[src/rtl/pixel_plot_buffer_if.sv]
// pixel_plot_buffer_if: draw-side pixel requests and VGA write-port handshake
interface pixel_plot_buffer_if;
  logic ld_xy, ld_pos, ld_colour, draw_pixel, frame_done, clr_err, vga_ready;
  logic [8:0] x, y, dx, dy, colour;
  logic [8:0] vga_x, vga_colour;
  logic [7:0] vga_y;
  logic vga_plot, fifo_full, overflow, frame_flushed;
  modport master (
    output ld_xy, ld_pos, ld_colour, draw_pixel, frame_done, clr_err, vga_ready,
    output x, y, dx, dy, colour,
    input vga_x, vga_y, vga_colour, vga_plot, fifo_full, overflow, frame_flushed
  );
  modport slave (
    input ld_xy, ld_pos, ld_colour, draw_pixel, frame_done, clr_err, vga_ready,
    input x, y, dx, dy, colour,
    output vga_x, vga_y, vga_colour, vga_plot, fifo_full, overflow, frame_flushed
  );
endinterface

[src/rtl/pixel_plot_buffer.sv]
// pixel_plot_buffer: clips/keys pixels, queues them in a FIFO for the VGA port and reports frame flush
module pixel_plot_buffer #(
  parameter int SCREEN_W = 320,
  parameter int SCREEN_H = 240,
  parameter bit TRANSP_EN = 1'b1,
  parameter logic [8:0] TRANSP_COL = 9'h1FF,
  parameter int DEPTH_LOG2 = 4
) (
  input logic clock,
  input logic resetn,
  pixel_plot_buffer_if.slave p
);
  localparam int DEPTH = 2**DEPTH_LOG2;
  localparam int CW = DEPTH_LOG2 + 1;
  typedef enum logic [1:0] {IDLE, WAIT, FLUSHED} state_t;
  state_t state, state_nxt;
  logic [8:0] base_x, base_y, off_x, off_y, col;
  logic [8:0] eff_dx, eff_dy, eff_col;
  logic [9:0] abs_x, abs_y;
  logic drop, full, pop, push, lost;
  logic [CW-1:0] count, count_nxt;
  logic [DEPTH_LOG2-1:0] wr_ptr, rd_ptr;
  logic [25:0] mem [DEPTH];
  logic [25:0] head;
  // offset and colour bypass their registers when loaded alongside a draw; base does not
  assign eff_dx = p.ld_pos ? p.dx : off_x;
  assign eff_dy = p.ld_pos ? p.dy : off_y;
  assign eff_col = p.ld_colour ? p.colour : col;
  assign abs_x = {1'b0, base_x} + {1'b0, eff_dx};
  assign abs_y = {1'b0, base_y} + {1'b0, eff_dy};
  assign drop = abs_x >= 10'(SCREEN_W) || abs_y >= 10'(SCREEN_H) || (TRANSP_EN && eff_col == TRANSP_COL);
  assign full = count == CW'(DEPTH);
  assign pop = p.vga_plot && p.vga_ready;
  assign push = p.draw_pixel && !drop && (!full || pop);
  assign lost = p.draw_pixel && !drop && full && !pop;
  assign count_nxt = count + CW'(push) - CW'(pop);
  assign head = mem[rd_ptr];
  assign p.vga_plot = count != '0;
  assign p.vga_x = p.vga_plot ? head[25:17] : '0;
  assign p.vga_y = p.vga_plot ? head[16:9] : '0;
  assign p.vga_colour = p.vga_plot ? head[8:0] : '0;
  assign p.fifo_full = full;
  assign p.frame_flushed = state == FLUSHED;
  always_ff @(posedge clock)
    if (push) mem[wr_ptr] <= {abs_x[8:0], abs_y[7:0], eff_col};
  always_ff @(posedge clock or negedge resetn)
    if (!resetn) begin
      base_x <= '0;
      base_y <= '0;
      off_x <= '0;
      off_y <= '0;
      col <= '0;
      count <= '0;
      wr_ptr <= '0;
      rd_ptr <= '0;
      p.overflow <= 1'b0;
      state <= IDLE;
    end else begin
      if (p.ld_xy) {base_x, base_y} <= {p.x, p.y};
      if (p.ld_pos) {off_x, off_y} <= {p.dx, p.dy};
      if (p.ld_colour) col <= p.colour;
      if (push) wr_ptr <= wr_ptr + 1'b1;
      if (pop) rd_ptr <= rd_ptr + 1'b1;
      count <= count_nxt;
      p.overflow <= lost || (p.overflow && !p.clr_err);
      state <= state_nxt;
    end
  // flush completes on the cycle the queue reaches empty, including straight from IDLE
  always_comb begin
    state_nxt = IDLE;
    state_nxt = state == IDLE ? (p.frame_done ? (count_nxt == '0 ? FLUSHED : WAIT) : IDLE) :
                state == WAIT ? (count_nxt == '0 ? FLUSHED : WAIT) : IDLE;
  end
endmodule

[src/flat_wrapper.sv]
// flat-port wrapper written by rule: the top's interface ports become plain ports
module pixel_plot_buffer_flat 
#(
  parameter int SCREEN_W = 320,
  parameter int SCREEN_H = 240,
  parameter bit TRANSP_EN = 1'b1,
  parameter logic [8:0] TRANSP_COL = 9'h1FF,
  parameter int DEPTH_LOG2 = 4
)
  (clock, resetn, p_ld_xy, p_ld_pos, p_ld_colour, p_draw_pixel, p_frame_done, p_clr_err, p_vga_ready, p_x, p_y, p_dx, p_dy, p_colour, p_vga_x, p_vga_y, p_vga_colour, p_vga_plot, p_fifo_full, p_overflow, p_frame_flushed);
  pixel_plot_buffer_if p_i ();
  input logic clock;
  input logic resetn;
  input wire logic [$bits(p_i.ld_xy)-1:0] p_ld_xy;
  input wire logic [$bits(p_i.ld_pos)-1:0] p_ld_pos;
  input wire logic [$bits(p_i.ld_colour)-1:0] p_ld_colour;
  input wire logic [$bits(p_i.draw_pixel)-1:0] p_draw_pixel;
  input wire logic [$bits(p_i.frame_done)-1:0] p_frame_done;
  input wire logic [$bits(p_i.clr_err)-1:0] p_clr_err;
  input wire logic [$bits(p_i.vga_ready)-1:0] p_vga_ready;
  input wire logic [$bits(p_i.x)-1:0] p_x;
  input wire logic [$bits(p_i.y)-1:0] p_y;
  input wire logic [$bits(p_i.dx)-1:0] p_dx;
  input wire logic [$bits(p_i.dy)-1:0] p_dy;
  input wire logic [$bits(p_i.colour)-1:0] p_colour;
  output wire logic [$bits(p_i.vga_x)-1:0] p_vga_x;
  output wire logic [$bits(p_i.vga_y)-1:0] p_vga_y;
  output wire logic [$bits(p_i.vga_colour)-1:0] p_vga_colour;
  output wire logic [$bits(p_i.vga_plot)-1:0] p_vga_plot;
  output wire logic [$bits(p_i.fifo_full)-1:0] p_fifo_full;
  output wire logic [$bits(p_i.overflow)-1:0] p_overflow;
  output wire logic [$bits(p_i.frame_flushed)-1:0] p_frame_flushed;
  assign p_i.ld_xy = p_ld_xy;
  assign p_i.ld_pos = p_ld_pos;
  assign p_i.ld_colour = p_ld_colour;
  assign p_i.draw_pixel = p_draw_pixel;
  assign p_i.frame_done = p_frame_done;
  assign p_i.clr_err = p_clr_err;
  assign p_i.vga_ready = p_vga_ready;
  assign p_i.x = p_x;
  assign p_i.y = p_y;
  assign p_i.dx = p_dx;
  assign p_i.dy = p_dy;
  assign p_i.colour = p_colour;
  assign p_vga_x = p_i.vga_x;
  assign p_vga_y = p_i.vga_y;
  assign p_vga_colour = p_i.vga_colour;
  assign p_vga_plot = p_i.vga_plot;
  assign p_fifo_full = p_i.fifo_full;
  assign p_overflow = p_i.overflow;
  assign p_frame_flushed = p_i.frame_flushed;
  pixel_plot_buffer #(.SCREEN_W(SCREEN_W), .SCREEN_H(SCREEN_H), .TRANSP_EN(TRANSP_EN), .TRANSP_COL(TRANSP_COL), .DEPTH_LOG2(DEPTH_LOG2)) u_core (.clock(clock), .resetn(resetn), .p(p_i));
endmodule
[config.mk]
export PLATFORM = sky130hd
export DESIGN_NAME = pixel_plot_buffer_flat
export DESIGN_NICKNAME = d
export VERILOG_FILES = /design/src/rtl/pixel_plot_buffer_if.sv /design/src/rtl/pixel_plot_buffer.sv /design/src/flat_wrapper.sv
export SDC_FILE = /design/constraint.sdc
export NUM_CORES = 1
export LEC_CHECK = 0
export ABC_AREA = 1
export CAP_MARGIN = 20
export CORE_ASPECT_RATIO = 1.5
export CORE_MARGIN = 2
export CORE_UTILIZATION = 60
export CTS_CLUSTER_DIAMETER = 120
export CTS_CLUSTER_SIZE = 24
export DETAILED_ROUTE_END_ITERATION = 10
export HOLD_SLACK_MARGIN = 0.08
export PLACE_DENSITY = 0.78
export RECOVER_POWER = 50
export SLEW_MARGIN = 20
export SYNTH_ARGS = -nofsm -noshare
export SYNTH_HDL_FRONTEND = slang
export SYNTH_SLANG_ARGS = --single-unit
[constraint.sdc]
create_clock -name clock -period 4.35 [get_ports clock]
set_input_delay 1.0875 -clock clock [delete_from_list [all_inputs] [get_ports clock]]
set_output_delay 1.0875 -clock clock [all_outputs]
set_load 0.01 [all_outputs]
# Word-level counts from Yosys, hierarchy flattened
# Memories as Yosys holds them, arrays and structs flattened.
# Cells that the tools add are included.
[word_totals]
mem_count = 1
ramBits = 416
out_inout_bits = 30
reg_bits = 61
wordCells = 52
[op_classes]
n_eq_ne = 4
order_cmp = 2
add_sub_neg = 6
n_reduce_logical = 17
n_mux = 12
[mem_list]
columns = ["name", "words", "width", "rd", "rd_ports_with_merged_regs", "write_ports", "line_no", "text"]
rows = [
  ["u_core.mem", 16, 26, 1, 0, 1, "pixel_plot_buffer.sv:23", "logic [25:0] mem [DEPTH];"],
]
[op_table]
columns = ["op", "count"]
rows = [
  ["two-way mux 9 bit", 5],
  ["adder 9 x 9 -> 10 bit", 2],
  [">= comparator 10 x 8 -> 1 bit, second input constant", 1],
  [">= comparator 10 x 9 -> 1 bit, second input constant", 1],
  ["equality test 9 bit, second input constant", 1],
  ["adder 4 x 1 -> 4 bit, second input constant", 2],
  ["two-way mux 2 bit", 4],
  ["two-way mux 8 bit", 1],
  ["logical AND 1 bit", 6],
  ["adder 5 x 1 -> 5 bit", 1],
  ["equality test 5 bit, second input constant", 1],
  ["logical NOT 5 bit", 1],
  ["nonzero test 5 bit", 1],
  ["subtractor 5 x 1 -> 5 bit", 1],
  ["logical NOT 1 bit", 4],
  ["logical OR 1 bit", 4],
  ["equality test 2 x 1 -> 1 bit, second input constant", 1],
  ["equality test 2 bit, second input constant", 1],
  ["logical NOT 2 bit", 1],
  ["two-way mux 1 bit", 2],
]

# Logic depth before layout (Yosys ltp)
[depth]
word_depth = 14
depth_mapped = 27
mapped_depth_nobuf = 25

# Worst setup path before layout
# No wires, ideal clock.
[synth_timing]
kind = "in2reg"
startpoint = "input port p_ld_pos"
endpoint = "memory u_core.mem[0][0] (enable)"
setup_slack_ns = -0.361
arrival_ns = 4.302
t_required_ns = 3.941
setup_time_ns = 0.409
cell_stages = 15
path_cell_list = "clkbuf_1 -> mux2_2 -> ha_1 -> nand2_1 -> nand2_1 -> inv_1 -> nor2_1 -> nor2_1 -> nand3_1 -> nand2_1 -> inv_1 -> nand3_1 -> buf_4 -> nand4_4 -> nor2_1"
[synth_between]
elab_chain_cells = 10
elab_cells_between_ends = 13
classes_between = "add/sub: 2; order compare: 2; mux: 4; reduce/logical: 5"
[synth_lines]
columns = ["element", "line_no", "text"]
rows = [
  ["start: declaration", "flat_wrapper.sv:15", "input wire logic [$bits(p_i.ld_pos)-1:0] p_ld_pos;"],
  ["two-way mux 9 bit", "pixel_plot_buffer.sv:27", "assign eff_dy = p.ld_pos ? p.dy : off_y;"],
  ["named net u_core.eff_dy[4]", "pixel_plot_buffer.sv:18", "logic [8:0] eff_dx, eff_dy, eff_col;"],
  ["adder 9 x 9 -> 10 bit", "pixel_plot_buffer.sv:30", "assign abs_y = {1'b0, base_y} + {1'b0, eff_dy};"],
  ["named net u_core.abs_y[7]", "pixel_plot_buffer.sv:19", "logic [9:0] abs_x, abs_y;"],
  [">= comparator 10 x 8 -> 1 bit", "pixel_plot_buffer.sv:31", "assign drop = abs_x >= 10'(SCREEN_W) || abs_y >= 10'(SCREEN_H) || (TRANSP_EN && eff_col == TRANSP_COL);"],
  ["logical OR 1 bit (2 in a row)", "pixel_plot_buffer.sv:31", ""],
  ["logical NOT 1 bit", "pixel_plot_buffer.sv:34", "assign push = p.draw_pixel && !drop && (!full || pop);"],
  ["logical AND 1 bit (2 in a row)", "pixel_plot_buffer.sv:34", ""],
  ["two-way mux 1 bit", "pixel_plot_buffer.sv:45", "if (push) mem[wr_ptr] <= {abs_x[8:0], abs_y[7:0], eff_col};"],
  ["two-way mux 1 bit (not written as such)", "pixel_plot_buffer.sv:45", ""],
  ["end: declaration", "pixel_plot_buffer.sv:23", ""],
]
# The timed path passes the listed nets, and every way through them passes these cells.

# Worst setup path in the final report
[layout_timing]
startpoint = "register u_core.rd_ptr[0]"
endpoint = "output port p_vga_x[7]"
[layout_between]
elab_chain_cells = 2
[layout_lines]
columns = ["element", "line_no", "text"]
rows = [
  ["start: declaration", "pixel_plot_buffer.sv:22", "logic [DEPTH_LOG2-1:0] wr_ptr, rd_ptr;"],
  ["start signal: assignment", "pixel_plot_buffer.sv:63", "if (pop) rd_ptr <= rd_ptr + 1'b1;"],
  ["memory read (16 x 26 bit)", "-", ""],
  ["two-way mux 9 bit", "pixel_plot_buffer.sv:39", "assign p.vga_x = p.vga_plot ? head[25:17] : '0;"],
  ["end: declaration", "flat_wrapper.sv:26", "output wire logic [$bits(p_i.vga_x)-1:0] p_vga_x;"],
]
# No other way between the ends.

==> flow_summary_export.csv <==
group,metric,value,unit
drt,drt-initial-drc-count,1547,
outcome,failing_checks,"max-capacitance violations, max-slew violations",
worst_hold_path,holdCritStartpoint,"u_core.off_x[5]",
drt,drt_first_pass_iters,5,
setup_path,worst-endpoint-required,3.26,ns
die,initial_core_util,60.8,%
pwr,power.ir.vdd_worst,0.000460,V
clocking,clock-sinks,477,
yosys,synth_adder_area_share,2.08,%
grt,grt-ovfl-total,0,
timing,hold_violations,0,
timing,setup_violations,0,
setup_path,critPathCaptureType,"primary output",
yosys,syn-num-nets,1651,
placed_design,finalWeightedCongestion,0.797,
clocking,htree_num_levels,1,
pwr,power_frac_clock,17.7,%
grt,gr-usage-all-layers,27.7,%
clocking,clockRootBuffer,"sky130_fd_sc_hd__clkbuf_16",
clocking,clkLatencyLatePin,0.57,ns
placed_design,detailed_place.area,22200,um2
setup_path,setup.worst_path.start_class,"register",
yosys,synth_simple_gate_area_share,9.82,%
yosys,yosys_register_bits,477,
grt,grt_pass1_wl,73500,um
yosys,synth_top_family_by_area,"compound AO/OA/AOI/OAI gates",
yosys,synth_compound_area_share,11.1,%
yosys,synth_xor_area_share,0.709,%
yosys,mean_area_per_synthesized_cell,12.6,um2
clocking,max-clock-path-buffers,3,
pwr,p_leak,7.94,nW
yosys,synth_mux_area_share,1.82,%
pwr,power_density,579,nW/um2
setup_path,cpPeakStageDelay,0.60,ns
cells_and_area,fin_nets,1783,
cells_and_area,area_added_between_synthesis_and_finish,15.8,%
placed_design,portBuffers,83,
job,timing.max_cap.violations,1,
yosys,syn-cell-area,19800,um2
setup_path,worst-path-buf-inv,3,
clocking,clk_pin_slew_worst_paths,0.09,ns
yosys,synth_area_leaders,"sky130_fd_sc_hd__edfxtp_1, sky130_fd_sc_hd__dfrtp_1, sky130_fd_sc_hd__o21ai_0",
setup_path,cp_slowest_cell,"sky130_fd_sc_hd__clkdlybuf4s50_1",
pwr,power.sequential.fraction,41.6,%
timing,final.period_utilization,97.8,%
yosys,yosysSeqAreaShare,70.9,%
die,core_area,32500,um2
grt,first_global_vias,13560,
die,floorplan.die.width,152,um
timing,fin_hold_ws,0.501,ns
die,die_area,34400,um2
yosys,number_of_synthesis_warnings,0,
cells_and_area,drive_gt1_share,11.0,%
drt,final_antenna_net_count,0,
clocking,cts_tree,"built",
setup_path,worst_ep_arrival_time,3.17,ns
cells_and_area,final_cell_area,22900,um2
setup_path,critical_path_peak_fanout,35,
setup_path,timing.critical_path.from,"u_core.rd_ptr[0]",
grt,grt_start_max_net_pins,107,
outcome,status,"finished with violations",
placed_design,dp.final_hpwl,29100,um
timing,clock-skew-final,0.0259,ns
setup_path,critical_path.top_delay_family,"buffers and inverters",
timing,timing_worst_slew_pin_value,2.16,ns
yosys,ys_async_sr_fraction,12.8,%
pwr,finalPower,13.2,mW
drt,routed_wl,48400,um
yosys,synth_top_cell_area_share,63.2,%
drt,routed_wire_length_per_instance,22.7,um
yosys,dominant_register_cell_in_the_synthesized_netlist,"sky130_fd_sc_hd__edfxtp_1",
worst_hold_path,timing.hold.worst.class,"register to register",
grt,number_of_antenna_violations_at_the_first_check_in_global_routing,0,
pwr,share_comb_of_total_power,40.7,%
timing,final_max_slew_violation_count,41,
cells_and_area,mostFrequentLayoutCell,"sky130_fd_sc_hd__edfxtp_1",
drt,post_drt_via_cell_ratio,6.28,
drt,drc,0,
yosys,synth_largest_area_cell,"sky130_fd_sc_hd__edfxtp_1",
timing,maxClockFrequency,0.235,GHz
clocking,cts-buffers-inserted,23,
cells_and_area,n_diodes,0,
yosys,yosys.cell_types.count,34,
yosys,syn-instance-count,1566,
clocking,cts.hold.buffers_added,0,
setup_path,worstPathCellList,"clkinv_8, buf_6, o21ai_0, o22ai_1, nor2_1, nor2_1, o21ai_0, a21oi_1, clkdlybuf4s50_1",
die,die_height,226,um
pwr,internal_portion_of_total_power,8.39,mW
drt,via_count,13387,
pwr,power.share.switching,36.6,%
yosys,number_of_flops_mapped_to_enable_cells_by_yosys,416,
die,io_pins,84,
setup_path,worstReg2RegStart,"u_core.off_x[2]",
timing,slew-limit-headroom,-44.3,%
timing,fin_crit,4.25,ns
setup_path,type_of_the_worst_setup_path,"register to primary output",
die,std_cell_rows,81,
cells_and_area,layout_common_cells,"sky130_fd_sc_hd__edfxtp_1, sky130_fd_sc_hd__nor2_1, sky130_fd_sc_hd__o21ai_0, sky130_fd_sc_hd__nand2_1",
pwr,switching_power,4.85,mW
[state kept, by name, summed over array words and instances (netlist names)]
name               cells
u_core.mem           416
u_core.base_y          9
u_core.state           2
u_core.wr_ptr          4
u_core.off_y           9
u_core.base_x          9
u_core.rd_ptr          4
u_core.count           5
u_core.col             9
u_core.off_x           9
u_core.p.overflow      1
[through the flow]
step	cells	setup WS, ns	TNS (ns)	util (%)
floorplan	1566	-0.146	-60.59	-
global placement	2083	-0.649	-96.05	68.2
detailed placement	2083	-0.792	-120.12	68.2
CTS	2126	0.0409	0	70.2
global route	2130	-0.0251	-0.0251	70.3
finish	2130	0.0967	0	70.3
[per-layer routing]
layer	track usage, %	vias up	share of wire (%)
met3	3.90	132	9.6
met2	48.6	794	51
met5	0	-	0
li1	-	5956	-
met4	10.9	0	3.7
met1	35.1	6505	36
[layout make-up]
type,count,area (um2)
Sequential cell,477,14000
Fill cell,2111,9650
Multi-Input combinational cell,920,5200
Timing Repair Buffer,201,2190
Clock buffer,40,639
Tap cell,415,519
Inverter,75,295
Clock inverter,2,13.8
[logic make-up (layout without fill, tap and decap cells)]
family                   count (synthesis)  in the layout
flip-flops                             477            477
multiplexers                            32             32
adder cells (fa/ha/maj)                 31             31
XOR/XNOR                                16             16
AND/OR/NAND/NOR                        467            467
AO/OA/AOI/OAI                          374            374
buffers and inverters                  169            318
[cells in the mapped netlist (3+ instances only)]
library cell	n
sky130_fd_sc_hd__xor2_1	9
sky130_fd_sc_hd__o21ai_0	217
sky130_fd_sc_hd__mux2_2	32
sky130_fd_sc_hd__nand4_4	4
sky130_fd_sc_hd__nand2_2	3
sky130_fd_sc_hd__o22ai_1	28
sky130_fd_sc_hd__xnor2_1	7
sky130_fd_sc_hd__nor2_1	271
sky130_fd_sc_hd__inv_1	73
sky130_fd_sc_hd__a21oi_1	35
sky130_fd_sc_hd__buf_2	24
sky130_fd_sc_hd__o221ai_1	76
sky130_fd_sc_hd__nand3_1	56
sky130_fd_sc_hd__fa_1	3
sky130_fd_sc_hd__buf_1	3
sky130_fd_sc_hd__dfrtp_1	61
sky130_fd_sc_hd__nand2_1	118
sky130_fd_sc_hd__nand4_1	7
sky130_fd_sc_hd__o21ai_1	16
sky130_fd_sc_hd__clkbuf_1	63
sky130_fd_sc_hd__edfxtp_1	416
sky130_fd_sc_hd__ha_1	28
[final timing paths]
check / endpoint / slack, ns / cells past startpoint
setup reg to reg: u_core.state[1] / 0.82 / 20
min in group asynchronous: u_core.col[5] / 1.14 / 1
setup / recovery: p_vga_x[7] / 0.1 / 9
hold reg to reg: u_core.off_x[5] / 0.50 / 1
max in group asynchronous: u_core.off_y[2] / 1.25 / 2
hold / removal: u_core.off_x[5] / 0.50 / 1
[timing repair]
action / CTS / global route
buffers inserted: 1 / 3
gates resized for setup: 4 / 15
cloned: 0 / 1
setup endpoints to repair: 5 / 10
pin swaps: 0 / 3
[worst reg2reg max path, stage by stage, from the launching register on]
cell and delay (ns):
sky130_fd_sc_hd__dfrtp_1 0.37, sky130_fd_sc_hd__mux2_1 0.31, sky130_fd_sc_hd__ha_1 0.32, sky130_fd_sc_hd__clkbuf_1 0.18
sky130_fd_sc_hd__nand2_1 0.09, sky130_fd_sc_hd__nor2_1 0.15, sky130_fd_sc_hd__nand2_1 0.11, sky130_fd_sc_hd__nand4_1 0.08
sky130_fd_sc_hd__nand2_1 0.10, sky130_fd_sc_hd__a21oi_2 0.21, sky130_fd_sc_hd__nor2_4 0.07, sky130_fd_sc_hd__nand2_2 0.07
sky130_fd_sc_hd__nand2_2 0.05, sky130_fd_sc_hd__nand2_1 0.08, sky130_fd_sc_hd__ha_1 0.16, sky130_fd_sc_hd__inv_1 0.06
sky130_fd_sc_hd__fa_2 0.37, sky130_fd_sc_hd__o21ai_2 0.18, sky130_fd_sc_hd__xnor2_2 0.14, sky130_fd_sc_hd__inv_1 0.09
sky130_fd_sc_hd__nor4_2 0.27
[power groups by stage]
stage	Clock, mW	Sequential [mW]	Combinational (mW)
floorplan	0	5.56	3.08
global route	2.50	5.52	5.83
CTS	2.37	5.50	5.25
global placement	0	5.61	4.99
finish	2.35	5.51	5.38
detailed placement	0	5.62	5.18
No activity file was read; power rests on OpenSTA's default activity.
